==> config.mk <==
export PLATFORM = sky130hd
export DESIGN_NAME = instr_fetch_flat
export DESIGN_NICKNAME = d
export VERILOG_FILES = /design/src/rtl/instr_fetch_if.sv /design/src/rtl/instr_fetch.sv /design/src/flat_wrapper.sv
export SDC_FILE = /design/constraint.sdc
export NUM_CORES = 2
export LEC_CHECK = 0
export CAP_MARGIN = 15
export CORE_ASPECT_RATIO = 1.2
export CORE_MARGIN = 3
export CORE_UTILIZATION = 50
export CTS_CLUSTER_SIZE = 28
export DETAILED_ROUTE_END_ITERATION = 7
export DONT_BUFFER_PORTS = 1
export PLACE_DENSITY_LB_ADDON = 0.05
export SYNTH_ARGS = -nofsm -noshare
export SYNTH_HDL_FRONTEND = slang
export SYNTH_SLANG_ARGS = --single-unit
==> constraint.sdc <==
create_clock -name clk -period 83.6 [get_ports clk]
set_clock_uncertainty 0.1 [all_clocks]
set_input_delay 8.36 -clock clk [delete_from_list [all_inputs] [get_ports clk]]
set_output_delay 8.36 -clock clk [all_outputs]
set_load 0.005 [all_outputs]
==> src/rtl/instr_fetch_if.sv <==
// Load-port and fetch-port signal bundle for instr_fetch.
// master = loader/processor side, slave = instr_fetch.
interface instr_fetch_if;
  localparam int unsigned DATA_W = 8;
  localparam int unsigned ADDR_W = 8;
  localparam int unsigned CNT_W  = 9;

  logic              ld_valid;
  logic [DATA_W-1:0] ld_data;
  logic              ld_last;
  logic              ld_ready;
  logic [ADDR_W-1:0] pc;
  logic [DATA_W-1:0] instr;
  logic              cpu_en;
  logic [1:0]        state;
  logic [CNT_W-1:0]  ld_count;
  logic              err;

  modport master (
    output ld_valid, ld_data, ld_last, pc,
    input  ld_ready, instr, cpu_en, state, ld_count, err
  );

  modport slave (
    input  ld_valid, ld_data, ld_last, pc,
    output ld_ready, instr, cpu_en, state, ld_count, err
  );
endinterface

==> src/rtl/instr_fetch.sv <==
// Loadable 256x8 instruction store feeding a processor with a one-cycle fetch.
// Define IFETCH_BOUND_CHECK_EN to trap fetches beyond the loaded program in FAULT.
module instr_fetch (
  input  logic        clk,
  input  logic        rst,
  instr_fetch_if.slave bus
);
  localparam int unsigned DATA_W = 8;
  localparam int unsigned ADDR_W = 8;
  localparam int unsigned DEPTH  = 256;
  localparam int unsigned CNT_W  = 9;

  typedef enum logic [1:0] {
    IDLE  = 2'b00,
    LOAD  = 2'b01,
    RUN   = 2'b10,
    FAULT = 2'b11
  } state_e;

  state_e            state_q, state_n;
  logic [DATA_W-1:0] mem [DEPTH];
  logic [CNT_W-1:0]  ld_count_q, ld_count_n;
  logic [DATA_W-1:0] instr_q, instr_n;
  logic              ld_ready_q;
  logic              cpu_en_q;
  logic              accept_c;
  logic              oob_c;

  // ld_ready_q tracks IDLE/LOAD exactly, so it doubles as the write qualifier
  assign accept_c = bus.ld_valid && ld_ready_q;

`ifdef IFETCH_BOUND_CHECK_EN
  assign oob_c = (state_q == RUN) && ({1'b0, bus.pc} >= ld_count_q);
`else
  assign oob_c = 1'b0;
`endif

  // Next-state, load counter and fetch data
  always_comb begin
    state_n    = state_q;
    ld_count_n = ld_count_q;
    instr_n    = '0;
    unique case (state_q)
      IDLE: begin
        if (accept_c) begin
          ld_count_n = ld_count_q + CNT_W'(1);
          state_n    = bus.ld_last ? RUN : LOAD;
        end
      end
      LOAD: begin
        if (accept_c) begin
          ld_count_n = ld_count_q + CNT_W'(1);
          if (bus.ld_last || (ld_count_q == CNT_W'(DEPTH - 1))) begin
            state_n = RUN;
          end
        end
      end
      RUN: begin
        if (oob_c) begin
          state_n = FAULT;
        end
      end
      FAULT: begin
        state_n = FAULT;
      end
      default: begin
        state_n = IDLE;
      end
    endcase
    if (state_n == RUN) begin
      instr_n = mem[bus.pc];
    end
  end

  // State and registered outputs
  always_ff @(posedge clk or posedge rst) begin
    if (rst) begin
      state_q    <= IDLE;
      ld_count_q <= '0;
      instr_q    <= '0;
      ld_ready_q <= 1'b1;
      cpu_en_q   <= 1'b0;
    end else begin
      state_q    <= state_n;
      ld_count_q <= ld_count_n;
      instr_q    <= instr_n;
      ld_ready_q <= (state_n == IDLE) || (state_n == LOAD);
      cpu_en_q   <= (state_n == RUN);
    end
  end

  // Program store; reset wipes it so a new program always starts from zeros
  always_ff @(posedge clk or posedge rst) begin
    if (rst) begin
      for (int unsigned i = 0; i < DEPTH; i++) begin
        mem[ADDR_W'(i)] <= '0;
      end
    end else if (accept_c) begin
      mem[ld_count_q[ADDR_W-1:0]] <= bus.ld_data;
    end
  end

`ifdef IFETCH_BOUND_CHECK_EN
  logic err_q;

  always_ff @(posedge clk or posedge rst) begin
    if (rst) begin
      err_q <= 1'b0;
    end else begin
      err_q <= (state_n == FAULT);
    end
  end

  assign bus.err = err_q;
`else
  assign bus.err = 1'b0;
`endif

  assign bus.state    = state_q;
  assign bus.ld_count = ld_count_q;
  assign bus.instr    = instr_q;
  assign bus.ld_ready = ld_ready_q;
  assign bus.cpu_en   = cpu_en_q;

endmodule

==> src/flat_wrapper.sv <==
// flat-port wrapper written by rule: the top's interface ports become plain ports
module instr_fetch_flat 
  (clk, rst, bus_ld_valid, bus_ld_data, bus_ld_last, bus_pc, bus_ld_ready, bus_instr, bus_cpu_en, bus_state, bus_ld_count, bus_err);
  instr_fetch_if bus_i ();
  input  logic clk;
  input  logic rst;
  input wire logic [$bits(bus_i.ld_valid)-1:0] bus_ld_valid;
  input wire logic [$bits(bus_i.ld_data)-1:0] bus_ld_data;
  input wire logic [$bits(bus_i.ld_last)-1:0] bus_ld_last;
  input wire logic [$bits(bus_i.pc)-1:0] bus_pc;
  output wire logic [$bits(bus_i.ld_ready)-1:0] bus_ld_ready;
  output wire logic [$bits(bus_i.instr)-1:0] bus_instr;
  output wire logic [$bits(bus_i.cpu_en)-1:0] bus_cpu_en;
  output wire logic [$bits(bus_i.state)-1:0] bus_state;
  output wire logic [$bits(bus_i.ld_count)-1:0] bus_ld_count;
  output wire logic [$bits(bus_i.err)-1:0] bus_err;
  assign bus_i.ld_valid = bus_ld_valid;
  assign bus_i.ld_data = bus_ld_data;
  assign bus_i.ld_last = bus_ld_last;
  assign bus_i.pc = bus_pc;
  assign bus_ld_ready = bus_i.ld_ready;
  assign bus_instr = bus_i.instr;
  assign bus_cpu_en = bus_i.cpu_en;
  assign bus_state = bus_i.state;
  assign bus_ld_count = bus_i.ld_count;
  assign bus_err = bus_i.err;
  instr_fetch u_core (.clk(clk), .rst(rst), .bus(bus_i));
endmodule
# == Word level (Yosys, flattened, before mapping) ==
# Cells that the tools add are included.
# word_totals
mem_bits_ro,0
mem_count,0
ram_bits,0
latchBits,0
ff_bits,2069
# classes
mul,0
add_sub_neg,1
n_mux,12
n_div,0
eq_ne,6
bitwise_logic,2
reduce_logical,8
order_cmp,3
shift,0
# op_table
operator,n
$bwmux W2048,1
$bmux W8 S8,1
$demux W8 S8,1
$mux W8,4
$ge A9 B9 Y1 const B,2
$not A8 Y9,2
$add A9 B1 Y9 const B,1
$eq A9 B8 Y1 const B,1
$lt A9 B1 Y1 const B,1
$mux W2,4
$pmux W2 S4,1
$eq A2 B2 Y1 const B,3
$eq A2 B1 Y1 const B,2
$logic_not A2 Y1,2
$logic_and A1 B1 Y1,2
$logic_or A1 B1 Y1,2
$reduce_and A2 Y1,1
$reduce_or A2 Y1,1

# == Depth between registers and ports, before layout ==
# logic_depth
depth_word,7
depth_mapped,13
mapped_depth_nobuf,11

# == Worst setup path after synthesis ==
# Ideal clock, no wire load.
# synth_timing
path_type,input -> register
start,input port bus_pc[0]
end,register u_core.instr_q[6] (netlist: u_core.bus.instr[6])
cell_stages,9
t_arrival_ps,10253
t_required_ps,83357
slack_ps,73104
path_cell_list,buf_6 buf_8 buf_6 mux4_2 mux4_2 nand2_1 o31ai_1 o311ai_1 o41ai_2
# synth_between
elab_chain_len,5
# synth_lines
element,line_no,text
from (decl),flat_wrapper.sv:10,input wire logic [$bits(bus_i.pc)-1:0] bus_pc;
$not A8 Y9 (not written as such),instr_fetch.sv:71,instr_n = mem[bus.pc];
$bmux W8 S8,instr_fetch.sv:71,
$mux W8 (not written as such) (2 in series),instr_fetch.sv:71,
$mux W8,instr_fetch.sv:70,if (state_n == RUN) begin
net u_core.instr_n[6],instr_fetch.sv:23,"logic [DATA_W-1:0] instr_q, instr_n;"
to (signal assigned),instr_fetch.sv:86,instr_q <= instr_n;
to (decl),instr_fetch.sv:23,
# The timed path passes the listed nets, and every way through them passes these cells. The select of a mux whose other input is x is not followed.
# A chain may end at the register's enable or synchronous reset.

==> impl_summary.log <==
[metrics] prevailing post-synth register cell: dfrtp_1
[metrics] Overflow after GRT: 0
[metrics] worst setup slack before clock tree synthesis: 69070 ps
[metrics] status: finished clean
[metrics] Avg Vias per Cell: around 6.4
[metrics] global placement routability congestion: approximately 0.79
[metrics] area of the die: 0.195 sq mm
[metrics] H-tree levels: 4
[metrics] number of antenna violations at the first check in global routing: 14
[metrics] TritonCTS clock tree: built
[metrics] aggregate routed wire length: 283 mm
[metrics] max-cap violation count: 0
[metrics] Crit path required time: between 80000 and 90000 ps
[metrics] peak ir drop on the vdd network: approximately 0.000017 V
[metrics] headroom to the max-slew limit: under 10%
[metrics] sequential fraction of the synthesis area: 54.4%
[metrics] ratio of cells with drive above 1 in the final layout: 43.7%
[metrics] async set-reset flop share out of synthesis: 100%
[metrics] drt first pass iters: 6
[metrics] Post-Syn Nets: 6505
[metrics] average size of a mapped cell: about 15 sq um
[metrics] leakage component of the power: 49.7 nW
[metrics] remaining antenna violation count: 0
[metrics] Port Buffers: 0
[metrics] first-pass GRT wire length: roughly 420 mm
[metrics] final net count: ~6300
[metrics] endpoints failing hold: 0
[metrics] leading area contributor after synthesis: dfrtp_1
[metrics] Power per Cell Area: between 20 and 25 mW/mm^2
[metrics] Crit path arrival time: 14170 ps
[metrics] overall die height: between 400 and 500 um
[metrics] Mapped Cells: approximately 6500
[metrics] deepest clock path buffer count: 3
[metrics] post-CTS setup repair buffer count: 0
[metrics] WS Path Type: in2async
[metrics] standard-cell row count: around 170
[metrics] netlist area before placement: 0.0951 sq mm
[metrics] Post-CTS Hold Fix Bufs: 0
[metrics] crit path launch type: input pin
[metrics] number of register bits inferred by synthesis: slightly above 2000
[metrics] Clk Latency, worst-skew pair: between 800 and 900 ps
[metrics] number of flops mapped to enable cells by yosys: 0
[metrics] number of buffers inserted during clock tree synthesis: between 200 and 250
[metrics] chip width: 404 um
[metrics] clock period minus worst slack: about 13000 ps
[metrics] Final setup viols: 0
[metrics] Initial Utilization: about half
[metrics] setup slack of the critical path after layout: between 70000 and 80000 ps
[metrics] root cell of the clock tree: clkbuf_16
[metrics] share of the cycle needed by the critical path after routing: 16.1%
[metrics] clock transition at the register clock pins on the worst setup and hold paths after CTS: around 60 ps
[metrics] First DRT Iteration DRCs: 3903
[metrics] type of the most critical hold path: reg2reg
[metrics] Syn. warnings: 0
[metrics] number of distinct standard cells referenced by the synthesized netlist: 71
[metrics] clock net sink count: slightly above 2000
[metrics] number of top-level design ports: between 40 and 50
[metrics] per-cell routed wire length: 31.7 um
[metrics] cell types occupying the most area after synthesis: dfrtp_1 (54%), mux2_2 (24%), mux4_2 (7.2%)
[metrics] transition time at the pin with the least slew margin: 1440 ps
[metrics] area fraction of the dominant cell type after synthesis: a little over half
[metrics] Worst Setup End Kind: async pin
[metrics] final HPWL from detailed placement: between 150 and 200 mm
[metrics] GRT Util Overall: 29.0%
[metrics] top post-synthesis cells by count: dfrtp_1 (2068), mux2_2 (2058), mux2i_1 (434)
[metrics] area grow syn2layout: 8.97%
[metrics] core footprint: around 0.19 sq mm
[metrics] # DRC: 0
[metrics] pins over their slew limit: 0
[metrics] highest net fanout along the worst path: 96
[metrics] most repeated cell in the gate-level netlist after synthesis: dfrtp_1
[metrics] final total negative setup slack: 0 ps
[metrics] pin count of the biggest net entering global routing: between 700 and 800
[metrics] RSZ-0062 raised after global routing: no
[metrics] Achievable Freq: 74.3 MHz
[metrics] vias: around 57000
[metrics] via count of the first global-routing pass: 58900
[metrics] number of instances resized during post-cts repair: 0
[metrics] Filler Cell Count: ~16000
## power by group
group,leakage (nW),switching [mW],internal [mW]
clock,3.45,0.399,0.552
sequential,28.8,0.0157,1.03
combinational,17.5,0.0889,0.0509
## critical path, stage by stage
cell and delay [ps]:
inv_8 420, buf_4 760, buf_4 790, buf_4 840
buf_4 780, buf_4 900, buf_4 890
## cells in the final DEF, fill, tap and decap left out, drive strengths merged, types with 5 or more instances in the layout
| cell | Yosys | routed |
|---|---|---|
| a211oi | 26 | 26 |
| a21oi | 53 | 53 |
| a221o | 48 | 48 |
| a221oi | 141 | 141 |
| a22oi | 44 | 44 |
| a31oi | 10 | 10 |
| a32oi | 5 | 5 |
| and2 | 6 | 6 |
| buf | 138 | 87 |
| bufinv | 0 | 10 |
| clkbuf | 367 | 325 |
| clkinv | 1 | 45 |
| dfrtp | 2068 | 2068 |
| diode | 0 | 9 |
| ha | 5 | 5 |
| inv | 10 | 12 |
| mux2 | 2058 | 2058 |
| mux2i | 434 | 434 |
| mux4 | 302 | 302 |
| nand2 | 122 | 122 |
| nand2b | 13 | 13 |
| nand3 | 64 | 64 |
| nand4 | 7 | 7 |
| nor2 | 259 | 259 |
| nor2b | 10 | 10 |
| nor3 | 45 | 45 |
| nor4 | 5 | 5 |
| o211ai | 9 | 9 |
| o21ai | 109 | 109 |
| o221ai | 17 | 17 |
| o22ai | 17 | 17 |
| o311ai | 7 | 7 |
| o31ai | 13 | 13 |
| or2 | 10 | 10 |
| xnor2 | 5 | 5 |
## area by class of cell
cell class	count	area, sq um	share of cell area [%]
clock inverter	56	568	0.548
tap	2464	3080	2.98
inverter	11	56.3	0.0543
multi-input combinational	3895	40900	39.5
timing repair buffer	87	807	0.779
antenna	9	22.5	0.0217
sequential	2069	51800	50.0
clock buffer	325	6380	6.15
## flip-flops by register name, summed over array words and instances, names as in the netlist
name                 flops
u_core.mem            2048
u_core.bus.ld_count      9
u_core.bus.instr         8
u_core.bus.state         2
u_core.bus.cpu_en        1
u_core.bus.ld_ready      1
## final timing paths
check	startpoint	slack (ps)	cells past startpoint	endpoint
min in group asynchronous	rst	7380	1	u_core.mem[771]
setup reg to reg	u_core.bus.ld_count[6]	79220	12	u_core.bus.instr[6]
hold reg to reg	u_core.mem[1929]	400	1	u_core.mem[1929]
hold / removal	u_core.mem[1929]	400	1	u_core.mem[1929]
max in group clk	bus_pc[0]	70160	10	u_core.bus.instr[4]
setup / recovery	rst	70140	7	u_core.mem[1214]
## through the flow
stage	instances	util (%)	area, sq um	hold slack, ps	total power, mW
floorplan	6480	-	95100	363	1.17
global placement	8519	51.3	96500	381	1.19
detailed placement	8521	51.3	96500	387	1.19
finish	8916	55.1	104000	400	2.13
CTS	8902	55.0	103000	401	2.14
global route	8908	55.1	104000	410	2.20
## layer usage
metal  GRT usage [%]  wire length, um
met4            9.30             8870
met1            40.8           124000
met2            46.3           135000
met3            4.72            15100
met5               0               13
## cells by family after synthesis
kind of cell / share of synthesized area, %
AOI/OAI and AO/OA: 4.16
xor gates and xnor gates: 0.0645
adders and majority gates: 0.0658
buffers and inverters: 2.64
DFF: 54.4
muxes: 36.1
other: 0.00394
and+or+nand+nor: 2.52
Power figures use the tool's default switching activity.
